<file path="src/rtl/timer_scheduler_pkg.sv">
// Shared defaults, channel state encoding and the width helper for the timer scheduler.
package timer_scheduler_pkg;

  localparam int unsigned DEF_DIV = 100;
  localparam int          DEF_NCH = 4;
  localparam int          DEF_CW  = 16;

  typedef enum logic {
    ST_IDLE = 1'b0,
    ST_RUN  = 1'b1
  } ch_state_t;

  // ceil(log2(n)) with a floor of 1 so a single-channel build still has a select bit
  function automatic int clog2_min1(input int n);
    int r;
    r = 0;
    for (int i = 0; i < 31; i++) begin
      if ((1 << i) < n) r = i + 1;
    end
    return (r < 1) ? 1 : r;
  endfunction

endpackage

</file>
<file path="src/rtl/timer_scheduler_tick_gen.sv">
// Prescaler: counts enabled clk_in cycles 0..DIV-1 and emits a registered one-cycle tick on wrap.
// Tick is high in the cycle after the count==DIV-1 edge; enable low holds the count and forces tick low.
module tick_gen
  import timer_scheduler_pkg::*;
#(
  parameter int unsigned DIV = DEF_DIV
) (
  input  logic clk_in,
  input  logic reset,
  input  logic enable,
  output logic tick
);

  localparam logic [31:0] LAST = 32'(DIV - 1);

  logic [31:0] cnt;

  always_ff @(posedge clk_in or posedge reset) begin
    if (reset) begin
      cnt  <= '0;
      tick <= 1'b0;
    end else if (enable) begin
      if (cnt == LAST) begin
        cnt  <= '0;
        tick <= 1'b1;
      end else begin
        cnt  <= cnt + 32'd1;
        tick <= 1'b0;
      end
    end else begin
      tick <= 1'b0;
    end
  end

endmodule

</file>
<file path="src/rtl/timer_scheduler.sv">
// NCH independent tick-based countdown channels sharing one prescaler; start/cancel take effect on the sampling edge.
// expired/any_expired are registered one-cycle pulses; rd_val is a combinational mux of channel counts.
module timer_scheduler
  import timer_scheduler_pkg::*;
#(
  parameter int unsigned DIV = DEF_DIV,
  parameter int          NCH = DEF_NCH,
  parameter int          CW  = DEF_CW,
  localparam int         SW  = clog2_min1(NCH)
) (
  input  logic                clk_in,
  input  logic                reset,
  input  logic                enable,
  input  logic [NCH-1:0]      start,
  input  logic [NCH-1:0]      cancel,
  input  logic [NCH*CW-1:0]   load_val,
  output logic [NCH-1:0]      busy,
  output logic [NCH-1:0]      expired,
  output logic                any_expired,
  output logic                tick,
  input  logic [SW-1:0]       rd_sel,
  output logic [CW-1:0]       rd_val
);

  logic [NCH-1:0]    exp_nxt;
  logic [NCH*CW-1:0] cnt_flat;

  tick_gen #(.DIV(DIV)) u_tick_gen (
    .clk_in (clk_in),
    .reset  (reset),
    .enable (enable),
    .tick   (tick)
  );

  for (genvar i = 0; i < NCH; i++) begin : g_ch
    ch_state_t     state_q, state_d;
    logic [CW-1:0] cnt_q, cnt_d, ld;
    logic          exp_q, exp_d;

    assign ld = load_val[i*CW +: CW];

    // Priority: cancel, then start (load or immediate expiry), then tick-driven countdown.
    always_comb begin
      state_d = state_q;
      cnt_d   = cnt_q;
      exp_d   = 1'b0;
      if (cancel[i]) begin
        state_d = ST_IDLE;
        cnt_d   = '0;
      end else if (start[i]) begin
        if (ld != '0) begin
          state_d = ST_RUN;
          cnt_d   = ld;
        end else begin
          state_d = ST_IDLE;
          cnt_d   = '0;
          exp_d   = 1'b1;
        end
      end else if (state_q == ST_RUN && tick && enable) begin
        if (cnt_q == CW'(1)) begin
          state_d = ST_IDLE;
          cnt_d   = '0;
          exp_d   = 1'b1;
        end else begin
          cnt_d = cnt_q - CW'(1);
        end
      end
    end

    always_ff @(posedge clk_in or posedge reset) begin
      if (reset) begin
        state_q <= ST_IDLE;
        cnt_q   <= '0;
        exp_q   <= 1'b0;
      end else begin
        state_q <= state_d;
        cnt_q   <= cnt_d;
        exp_q   <= exp_d;
      end
    end

    assign busy[i]               = (state_q == ST_RUN);
    assign expired[i]            = exp_q;
    assign exp_nxt[i]            = exp_d;
    assign cnt_flat[i*CW +: CW]  = cnt_q;
  end

  always_ff @(posedge clk_in or posedge reset) begin
    if (reset) any_expired <= 1'b0;
    else       any_expired <= |exp_nxt;
  end

  always_comb begin
    rd_val = '0;
    for (int k = 0; k < NCH; k++) begin
      if (SW'(k) == rd_sel) rd_val = cnt_flat[k*CW +: CW];
    end
  end

endmodule

</file>
<file path="config.mk">
export PLATFORM = sky130hd
export DESIGN_NAME = timer_scheduler
export DESIGN_NICKNAME = d
export VERILOG_FILES = /design/src/rtl/timer_scheduler_pkg.sv /design/src/rtl/timer_scheduler_tick_gen.sv /design/src/rtl/timer_scheduler.sv
export SDC_FILE = /design/constraint.sdc
export NUM_CORES = 1
export LEC_CHECK = 0
export CORE_ASPECT_RATIO = 0.75
export CORE_MARGIN = 1
export CORE_UTILIZATION = 55
export DETAILED_ROUTE_END_ITERATION = 10
export PLACE_DENSITY = 0.79
export SETUP_SLACK_MARGIN = 0.02
export SYNTH_ARGS = -nofsm -noshare
export SYNTH_HDL_FRONTEND = slang
export SYNTH_SLANG_ARGS = --single-unit
</file>
<file path="constraint.sdc">
create_clock -name clk_in -period 4.9 [get_ports clk_in]
set_input_delay 0.98 -clock clk_in [delete_from_list [all_inputs] [get_ports clk_in]]
set_output_delay 0.98 -clock clk_in [all_outputs]
set_load 0.05 [all_outputs]
</file>
==> results of run 1 <==
-- cell usage after synthesis (3+ instances only) --
library cell	instances	area share
dfrtp_1	106	0.39
nor2_1	79	0.044
nor4_1	42	0.039
nor3_1	38	0.028
nand2_1	35	0.019
a21oi_1	31	0.023
xnor2_1	30	0.039
nand3_1	29	0.021
a221oi_1	27	0.035
clkbuf_1	27	0.015
nand4_1	24	0.022
inv_1	21	0.012
a22oi_1	18	0.020
o21ai_0	18	0.013
a31oi_1	17	0.016
xor2_1	17	0.022
mux4_2	15	0.050
a211oi_1	13	0.014
ha_1	9	0.017
or4_1	9	0.010
buf_4	8	0.0089
or3_1	8	0.0074
and3_1	7	0.0065
and4_1	5	0.0065
buf_1	5	0.0028
buf_2	5	0.0037
nor4b_1	5	0.0065
or2_2	5	0.0046
a41oi_1	4	0.0052
o22ai_1	4	0.0037
o311ai_0	4	0.0052
a32oi_1	3	0.0039
buf_6	3	0.0050
mux2i_1	3	0.0044
nand3b_1	3	0.0033
o211ai_1	3	0.0033
or4b_2	3	0.0044
-- power groups by stage --
stage                     Clock [mW]  Sequential [mW]  Combinational, mW
after floorplan                    0             1.03              0.438
after global placement             0             1.08              0.601
after detailed placement           0             1.08              0.616
after CTS                      0.721             1.07              0.621
after global routing           0.758             1.08              0.685
final                          0.715             1.07              0.630
-- cell usage in the layout, fill, tap and decap left out, types with 5 or more instances in the layout --
cell and instances:
buf_4 12, a21oi_1 31, nor3_1 38, nand2_1 35, nor4_1 42, clkbuf_16 9, dfrtp_1 106, clkdlybuf4s50_1 102
or3_1 8, nand3_1 29, o21ai_0 18, a221oi_1 27, nand4_1 24, or2_2 5, a22oi_1 18, mux4_2 15
and4_1 5, a211oi_1 13, and3_1 7, ha_1 9, inv_1 20, or4_1 9, nor2_1 79, nor4b_1 5
xor2_1 17, xnor2_1 30, a31oi_1 17
-- area by class of cell --
type | instances | share of cell area
timing repair buffer | 114 | 0.137
multi-input combinational | 548 | 0.466
inverter | 23 | 0.0109
clock buffer | 9 | 0.0277
sequential | 106 | 0.327
clock inverter | 7 | 0.00724
tap | 162 | 0.0250
-- stage by stage --
stage                     utilization  setup WS, ps
after global routing            0.689           703
after floorplan                     -          1130
after global placement          0.665           846
after CTS                       0.689           776
after detailed placement        0.665           781
final                           0.689           787
-- routing by layer --
layer  global-route usage  wire length [um]  part of all wire  up-vias
li1                     -                 -                 -     2964
met1                0.517              9290              0.43     3241
met2                0.495              9170              0.42      450
met3               0.0992              2450              0.11       57
met4                0.146               801             0.037        0
met5                    0                 0                 0        -
-- worst paths after layout --
path                                 endpoint                from  slack, ps
max reg2reg                 g_ch[2].cnt_q[12]    g_ch[2].cnt_q[0]       2170
min                        u_tick_gen.cnt[31]  u_tick_gen.cnt[31]        490
min reg2reg                u_tick_gen.cnt[31]  u_tick_gen.cnt[31]        490
max                                rd_val[15]           rd_sel[0]        790
max in group asynchronous   g_ch[1].cnt_q[11]               reset       2980
min in group asynchronous    g_ch[0].cnt_q[8]               reset       1020
-- flip-flops by register name (all words and copies together), names as in the netlist --
register         cells
u_tick_gen.tick      1
g_ch.exp_q           4
g_ch.state_q         4
u_tick_gen.cnt      32
any_expired          1
g_ch.cnt_q          64
-- cells by family after synthesis --
family                   after synthesis  share of synthesized area
XOR/XNOR                              47                     0.0609
AND/OR/NAND/NOR                      312                      0.253
multiplexers                          20                     0.0600
flip-flops                           106                      0.392
adder cells (fa/ha/maj)                9                     0.0167
AO/OA/AOI/OAI                        160                      0.169
buffers and inverters                 71                     0.0481
-- worst max-delay path: stages --
cell and delay, ps:
clkdlybuf4s50_1 850, mux4_2 580, clkdlybuf4s50_1 720
==> flow_summary.toml, run 1 <==
[grt]
grt_overflow = 0
grt_start_max_net_pins = 44
grt_pass1_vias = 6327
grtUsageTotal = 0.355
antenna_found_initial = 0
grt_pass1_wl_mm = 34.5

[critical_path]
r2r_cells = 7
worstPathRequired_ps = 3920
crit_arrival_ps = 3130
worstSetupPathType = "in -> out"
path_max_fanout = 12
crit_path_end_kind = "output port"
cp-start-kind = "input port"

[final_layout]
drive_gt1_frac = 0.0781
final_cells = 969
num-nets-final = 888
areaGrowthSynthToFinish_pct = 20.1
fill_cells = 933
insertedDiodeCount = 0
multi_input_area_um2 = 3780
seq_area_um2 = 2650
stdcell_area_um2 = 8120

[timing]
tns_ps = 0
rsz0062_at_grt = "no"
worst_hold_slack_ps = 492
hold_viol = 0
relSlewSlack = 0.0945
report.final.slew_viol_count = 0
worst_slew_pin_slew_ps = 1350
fmax_mhz = 243
fin_crit_sh = 0.839
fin_worst_skew_ps = 10.8
fin_crit_ps = 4110
finalSetupViolCount = 0

[placed_design]
gp_congestion = 0.990
dpl.cell_count = 953
dpl-instance-area_um2 = 7840
dp_hpwl_mm = 16.1
io_buffers = 102

[clock_tree]
cts_inserted_buffers = 9
cts.path.max_buffers = 2
clockRootBuffer = "clkbuf_16"
htree_num_levels = 3
cts.sinks = 106
postCtsHoldBufs = 0
cts_resized = 0
cts_setup_buffers = 0
clk-insertion-delay-late_ps = 360
cts_tree = "built"
clkTransAtPathRegs_ps = 70

[detailed_routing]
wl_per_cell_um = 22.4
drt-vias-per-instance = 6.93
drt_wl_total_mm = 21.7
drc = 0
dr.pass1.iters = 6
antenna_left = 0
drtIter0Drc = 1020
via_count = 6712

[synth]
synthArstFlopShare = 1.00
ys_seq_area_frac = 0.392
post_synth.cell_area_avg_um2 = 9.32
synth-seq-cells = 106
netlist_instances = 725
synth.distinct_cells = 70
ys.flop_type = "dfrtp_1"
yosysWarnings = 0
synth_edf_count = 0
syn_nets = 811
syn_area_um2 = 6760

[power_and_ir_drop]
swShare = 0.352
cellLeakagePower_nw = 3.21
internal-power_mw = 1.57
p_comb_frac = 0.261
cellPowerDensity_nw_per_um2 = 298
power_frac_clock = 0.296
vdd_drop_max_mv = 0.254
fin_total_pwr_mw = 2.42
pwr-share-seq = 0.444
p_sw_mw = 0.852

[floorplanning]
rows = 34
coreArea_um2 = 11800
die_w_um = 130
die_area_um2 = 12700
start_util = 0.574
ios = 103
fp.dieH_um = 98.0

[job]
drv_cap = 0

[outcome]
outcome = "finished clean"

[min_path]
min_path_type = "reg -> reg"
hold_depth = 1
(Power assumes the default switching activity.)
==> run 2, diff against run 1 <==
- CORE_UTILIZATION: 55 -> 50
- PLACE_DENSITY: 0.79 -> 0.76
- clock period: 4.9 -> 3.7 ns (I/O delays scaled with it)
==> run 2 against run 1 <==
Against the previous run:
- power rose by 34%
- register-to-register slack got worse by 1200 ps
- largest power group unchanged
- sequential share of layout area fell by 0.21 points
- critical endpoint is now rd_val[12]
- worst setup slack got worse by 230 ps
- utilization fell by 6.6 points
- die area rose by 9.8%
- count of clock-buffer cells in the layout did not move
- flip-flop and latch count did not move
==> flow_summary.toml, run 2 (synthesis results as in run 1) <==
[outcome]
outcome = "finished clean"

[critical_path]
worstSetupEndpoint = "rd_val[12]"
r2r_cells = 7
cp_cell_sequence = "clkdlybuf4s50_1, mux4_2, buf_4"
worstPathRequired_ps = 2960
path_buf_inv = 2
critPathSlowestCell = "clkdlybuf4s50_1"
critPathTopFamily = "buffers and inverters"
reg2reg_slack_ps = 950
critical_path_cell_count = 3
r2r-end = "g_ch[1].state_q"
cpPeakStageDelay_ps = 860
crit_path_end_kind = "output port"
worstReg2RegStart = "g_ch[1].cnt_q[1]"
startpoint = "rd_sel[0]"
crit_arrival_ps = 2400
worstSetupPathType = "in -> out"
path_max_fanout = 13
cp-start-kind = "input port"

[min_path]
min_path_type = "reg -> reg"

[power_and_ir_drop]
p_comb_frac = 0.259
internal-power_mw = 2.08
vdd_drop_max_mv = 0.287
cellPowerDensity_nw_per_um2 = 395
cellLeakagePower_nw = 3.28
power_frac_clock = 0.300
swShare = 0.356
p_sw_mw = 1.15
pwr-share-seq = 0.440

[timing]
fin_ws_ps = 558
worst_slew_pin_slew_ps = 1200
hold_viol = 0
report.final.slew_viol_count = 0
rsz0062_at_grt = "no"
relSlewSlack = 0.194
fin_crit_ps = 3140
fin_worst_skew_ps = 12.3
worst_hold_slack_ps = 482
fmax_mhz = 318
tns_ps = 0
fin_crit_sh = 0.849
finalSetupViolCount = 0

[grt]
antenna_found_initial = 0
grt_pass1_wl_mm = 35.0
grt_pass1_vias = 6294
grt_overflow = 0
grtUsageTotal = 0.328
grt_start_max_net_pins = 46

[final_layout]
insertedDiodeCount = 0
layout_common_cells = "dfrtp_1 (106), clkdlybuf4s50_1 (86), nor2_1 (79)"
areaGrowthSynthToFinish_pct = 20.9
largestRegisters = "g_ch.cnt_q: 64 flops, u_tick_gen.cnt: 32 flops"
drive_gt1_frac = 0.108
num-nets-final = 897
largest-register = "g_ch.cnt_q"
layout_commonest_cell = "dfrtp_1"
stdcell_area_um2 = 8170
largest_register_ffs = 64

[clock_tree]
clockRootBuffer = "clkbuf_16"
clk-insertion-delay-late_ps = 360
cts_tree = "built"
clkTransAtPathRegs_ps = 70
cts.path.max_buffers = 2
htree_num_levels = 3
postCtsHoldBufs = 0
cts.sinks = 106
cts_setup_buffers = 0
cts_inserted_buffers = 9
cts_resized = 0

[placed_design]
dpl_worst_slack_ps = 541
io_buffers = 102
dpl-instance-area_um2 = 7880
dp_hpwl_mm = 16.4
gp_congestion = 0.982

[floorplanning]
die_area_um2 = 14000
fp.dieH_um = 103
ios = 103
start_util = 0.516
coreArea_um2 = 13100
rows = 36
die_w_um = 136

[detailed_routing]
dr.pass1.iters = 5
drc = 0
drt-vias-per-instance = 6.88
wl_per_cell_um = 22.3
drtIter0Drc = 832
drt_wl_total_mm = 22.0
via_count = 6792
antenna_left = 0

[job]
drv_cap = 0
run 2: how the worst min path moves through the flow:
stage	startpoint	to	slack [ps]	depth (start not counted)
2_1_floorplan	u_tick_gen.cnt[31]	u_tick_gen.cnt[31]	450	1
3_3_place_gp	u_tick_gen.cnt[31]	u_tick_gen.cnt[31]	470	1
3_5_place_dp	u_tick_gen.cnt[31]	u_tick_gen.cnt[31]	470	1
4_1_cts	u_tick_gen.cnt[31]	u_tick_gen.cnt[31]	480	1
5_1_grt	u_tick_gen.cnt[31]	u_tick_gen.cnt[31]	500	1
6_report	u_tick_gen.cnt[31]	u_tick_gen.cnt[31]	480	1
run 2: worst reg2reg max path: cells and delay by family (launching register included):
family | cells | cell delay (ps)
and+or+nand+nor | 3 | 890
DFF | 1 | 500
buffers and inverters | 1 | 180
AOI/OAI and AO/OA | 2 | 860
adders and majority gates | 1 | 170
run 2: power groups by stage:
stage | Sequential [mW] | Clock (mW) | Combinational (mW)
after CTS | 1.41 | 0.985 | 0.825
final | 1.42 | 0.969 | 0.837
after global placement | 1.43 | 0 | 0.799
after detailed placement | 1.43 | 0 | 0.821
after global routing | 1.43 | 1.03 | 0.908
after floorplan | 1.37 | 0 | 0.580
run 2: routing by layer:
layer  up-vias  track usage  wire length, um
met3        71       0.0757             2420
met1      3272        0.498             9590
met5         -            0                0
met2       467        0.449             9310
met4         0        0.126              700
li1       2982            -                -
run 2: through the flow:
step	utilization	std cells	power [mW]
6_report	0.624	987	3.23
5_1_grt	0.624	987	3.37
4_1_cts	0.624	987	3.22
3_5_place_dp	0.601	971	2.25
3_3_place_gp	0.601	971	2.23
2_1_floorplan	-	725	1.95
run 2: layout make-up:
cell class / count / area, um^2
Clock buffer: 9 / 225
Clock inverter: 7 / 71.3
Fill cell: 1106 / 4930
Inverter: 23 / 88.8
Multi-Input combinational cell: 548 / 3780
Sequential cell: 106 / 2650
Tap cell: 171 / 214
Timing Repair Buffer: 123 / 1140
==> run 3, diff against run 2 <==
- CORE_UTILIZATION: 50 -> 55
- PLACE_DENSITY: 0.76 -> 0.79
- clock period: 3.7 -> 3.2 ns (I/O delays scaled with it)
==> run 3 against run 2 <==
Against the previous run:
- critical path depth grew 1
- worst setup slack lost 270 ps
- via count shrank 0.80%
- final cell count shrank 0.20%
- cell area grew 0.87%
- routed wire length shrank 2.2%
- combinational power grew 16%
- clock skew shrank 5.5 ps
- register-to-register slack lost 530 ps
- die area shrank 8.9%
- sequential power grew 15%
- flip-flop and latch count is the same
- largest cell class unchanged
- largest power group unchanged
==> flow_summary.toml, run 3 (synthesis results as in run 1) <==
[final_layout]
layout_common_cells = "dfrtp_1 (106), clkdlybuf4s50_1 (86), nor2_1 (79)"
largest_register_ffs = 64
layout_commonest_cell = "dfrtp_1"
drive_gt1_frac = 0.114
areaGrowthSynthToFinish_pct = 22.0
insertedDiodeCount = 0
largest-register = "g_ch.cnt_q"
num-nets-final = 904
final_util = 0.700
largestRegisters = "g_ch.cnt_q: 64 flops, u_tick_gen.cnt: 32 flops"

[clock_tree]
cts_setup_buffers = 0
clkTransAtPathRegs_ps = 70
htree_num_levels = 3
cts_resized = 0
postCtsHoldBufs = 0
clockRootBuffer = "clkbuf_16"
cts.sinks = 106
cts_inserted_buffers = 9
cts.path.max_buffers = 2
clk-insertion-delay-late_ps = 350
cts_tree = "built"

[detailed_routing]
wl_met2_mm = 9.14
drt-vias-per-instance = 6.84
met1_length_mm = 9.43
dr_wl_met3_mm = 2.33
drc = 0
antenna_left = 0
wl_per_cell_um = 21.9
drtIter0Drc = 857
via_count = 6738
dr.pass1.iters = 6
highest_layer = "met4"
drt_wl_total_mm = 21.5

[power_and_ir_drop]
cellLeakagePower_nw = 3.32
vdd_drop_max_mv = 0.319
cellPowerDensity_nw_per_um2 = 458

[critical_path]
cpPeakStageDelay_ps = 820
worstPathRequired_ps = 2560
cp-start-kind = "input port"
startpoint = "rd_sel[0]"
cp_cell_sequence = "clkdlybuf4s50_1, buf_4, mux4_2, buf_4"
crit_arrival_ps = 2280
reg2reg_slack_ps = 420
worstSetupPathType = "in -> out"
path_max_fanout = 11
r2r-end = "any_expired"
r2r_cells = 7
crit_path_frequent_cell = "buf_4"
critPathSlowestCell = "clkdlybuf4s50_1"
crit_path_end_kind = "output port"
worstReg2RegStart = "g_ch[1].cnt_q[1]"

[timing]
report.final.slew_viol_count = 0
fmax_mhz = 343
rsz0062_at_grt = "no"
hold_viol = 0
fin_crit_ps = 2920
fin_crit_sh = 0.911
fin_worst_skew_ps = 6.78
worst_slew_pin_slew_ps = 750
relSlewSlack = 0.498
tns_ps = 0
finalSetupViolCount = 0

[job]
drv_cap = 0

[floorplanning]
fp.dieH_um = 98.0
rows = 34
coreArea_um2 = 11800
die_w_um = 130
start_util = 0.574
ios = 103
die_area_um2 = 12700

[grt]
grt_start_max_net_pins = 63
grtUsageTotal = 0.354
antenna_found_initial = 0
grt_pass1_vias = 6277
grt_pass1_wl_mm = 34.3
grt_overflow = 0

[min_path]
holdPathEnd = "u_tick_gen.cnt[31]"
min_path_type = "reg -> reg"
min_from = "u_tick_gen.cnt[31]"
hold_depth = 1

[outcome]
outcome = "finished clean"

[placed_design]
io_buffers = 102
dp_hpwl_mm = 16.2
gp_congestion = 0.965
## run 3: cell types whose count changed in the layout (fill, tap and decap cells not counted)
| cell | change |
|---|---|
| inv_8 | -2 |
| inv_4 | -1 |
| bufinv_16 | +1 |
| buf_12 | +1 |
| inv_6 | +2 |
| clkinv_2 | -1 |
| clkbuf_1 | +1 |
| buf_4 | +6 |
## run 3: area by class of cell
class	count	area, um^2
multi-input combinational	548	3780
fill	925	3540
sequential	106	2650
timing repair buffer	130	1200
clock buffer	10	229
tap	162	203
inverter	23	90.1
clock inverter	6	83.8
## run 3: critical path: cells and delay by family
| family | cells | cell delay, ps |
|---|---|---|
| mux | 1 | 340 |
| buf+inv | 3 | 1280 |
## run 3: worst max path at each step
stage	end	slack, ps
final	rd_val[3]	280
after global routing	rd_val[4]	240
after CTS	rd_val[3]	290
after detailed placement	any_expired	160
after global placement	any_expired	220
after floorplan	rd_val[7]	230
## run 3: metrics by stage
step / hold WS, ps / area [um^2] / total power [mW] / setup slack [ps] / instances
finish: 487 / 8240 / 3.77 / 285 / 985
global route: 509 / 8240 / 3.93 / 236 / 985
CTS: 484 / 8240 / 3.77 / 294 / 985
detailed placement: 470 / 7930 / 2.61 / 158 / 969
global placement: 473 / 7930 / 2.59 / 218 / 969
floorplan: 446 / 6760 / 2.25 / 228 / 725
## run 3: per-layer routing
metal | global-route usage | vias to the layer above
met3 | 0.0866 | 45
met2 | 0.504 | 436
met1 | 0.522 | 3259
met5 | 0 | -
li1 | - | 2998
met4 | 0.124 | 0
## run 3: where the power goes
group / switching (mW) / internal [mW] / leakage, nW
Clock: 0.529 / 0.627 / 0.152
Sequential: 0.198 / 1.44 / 1.41
Combinational: 0.560 / 0.415 / 1.76
Total: 1.29 / 2.49 / 3.32
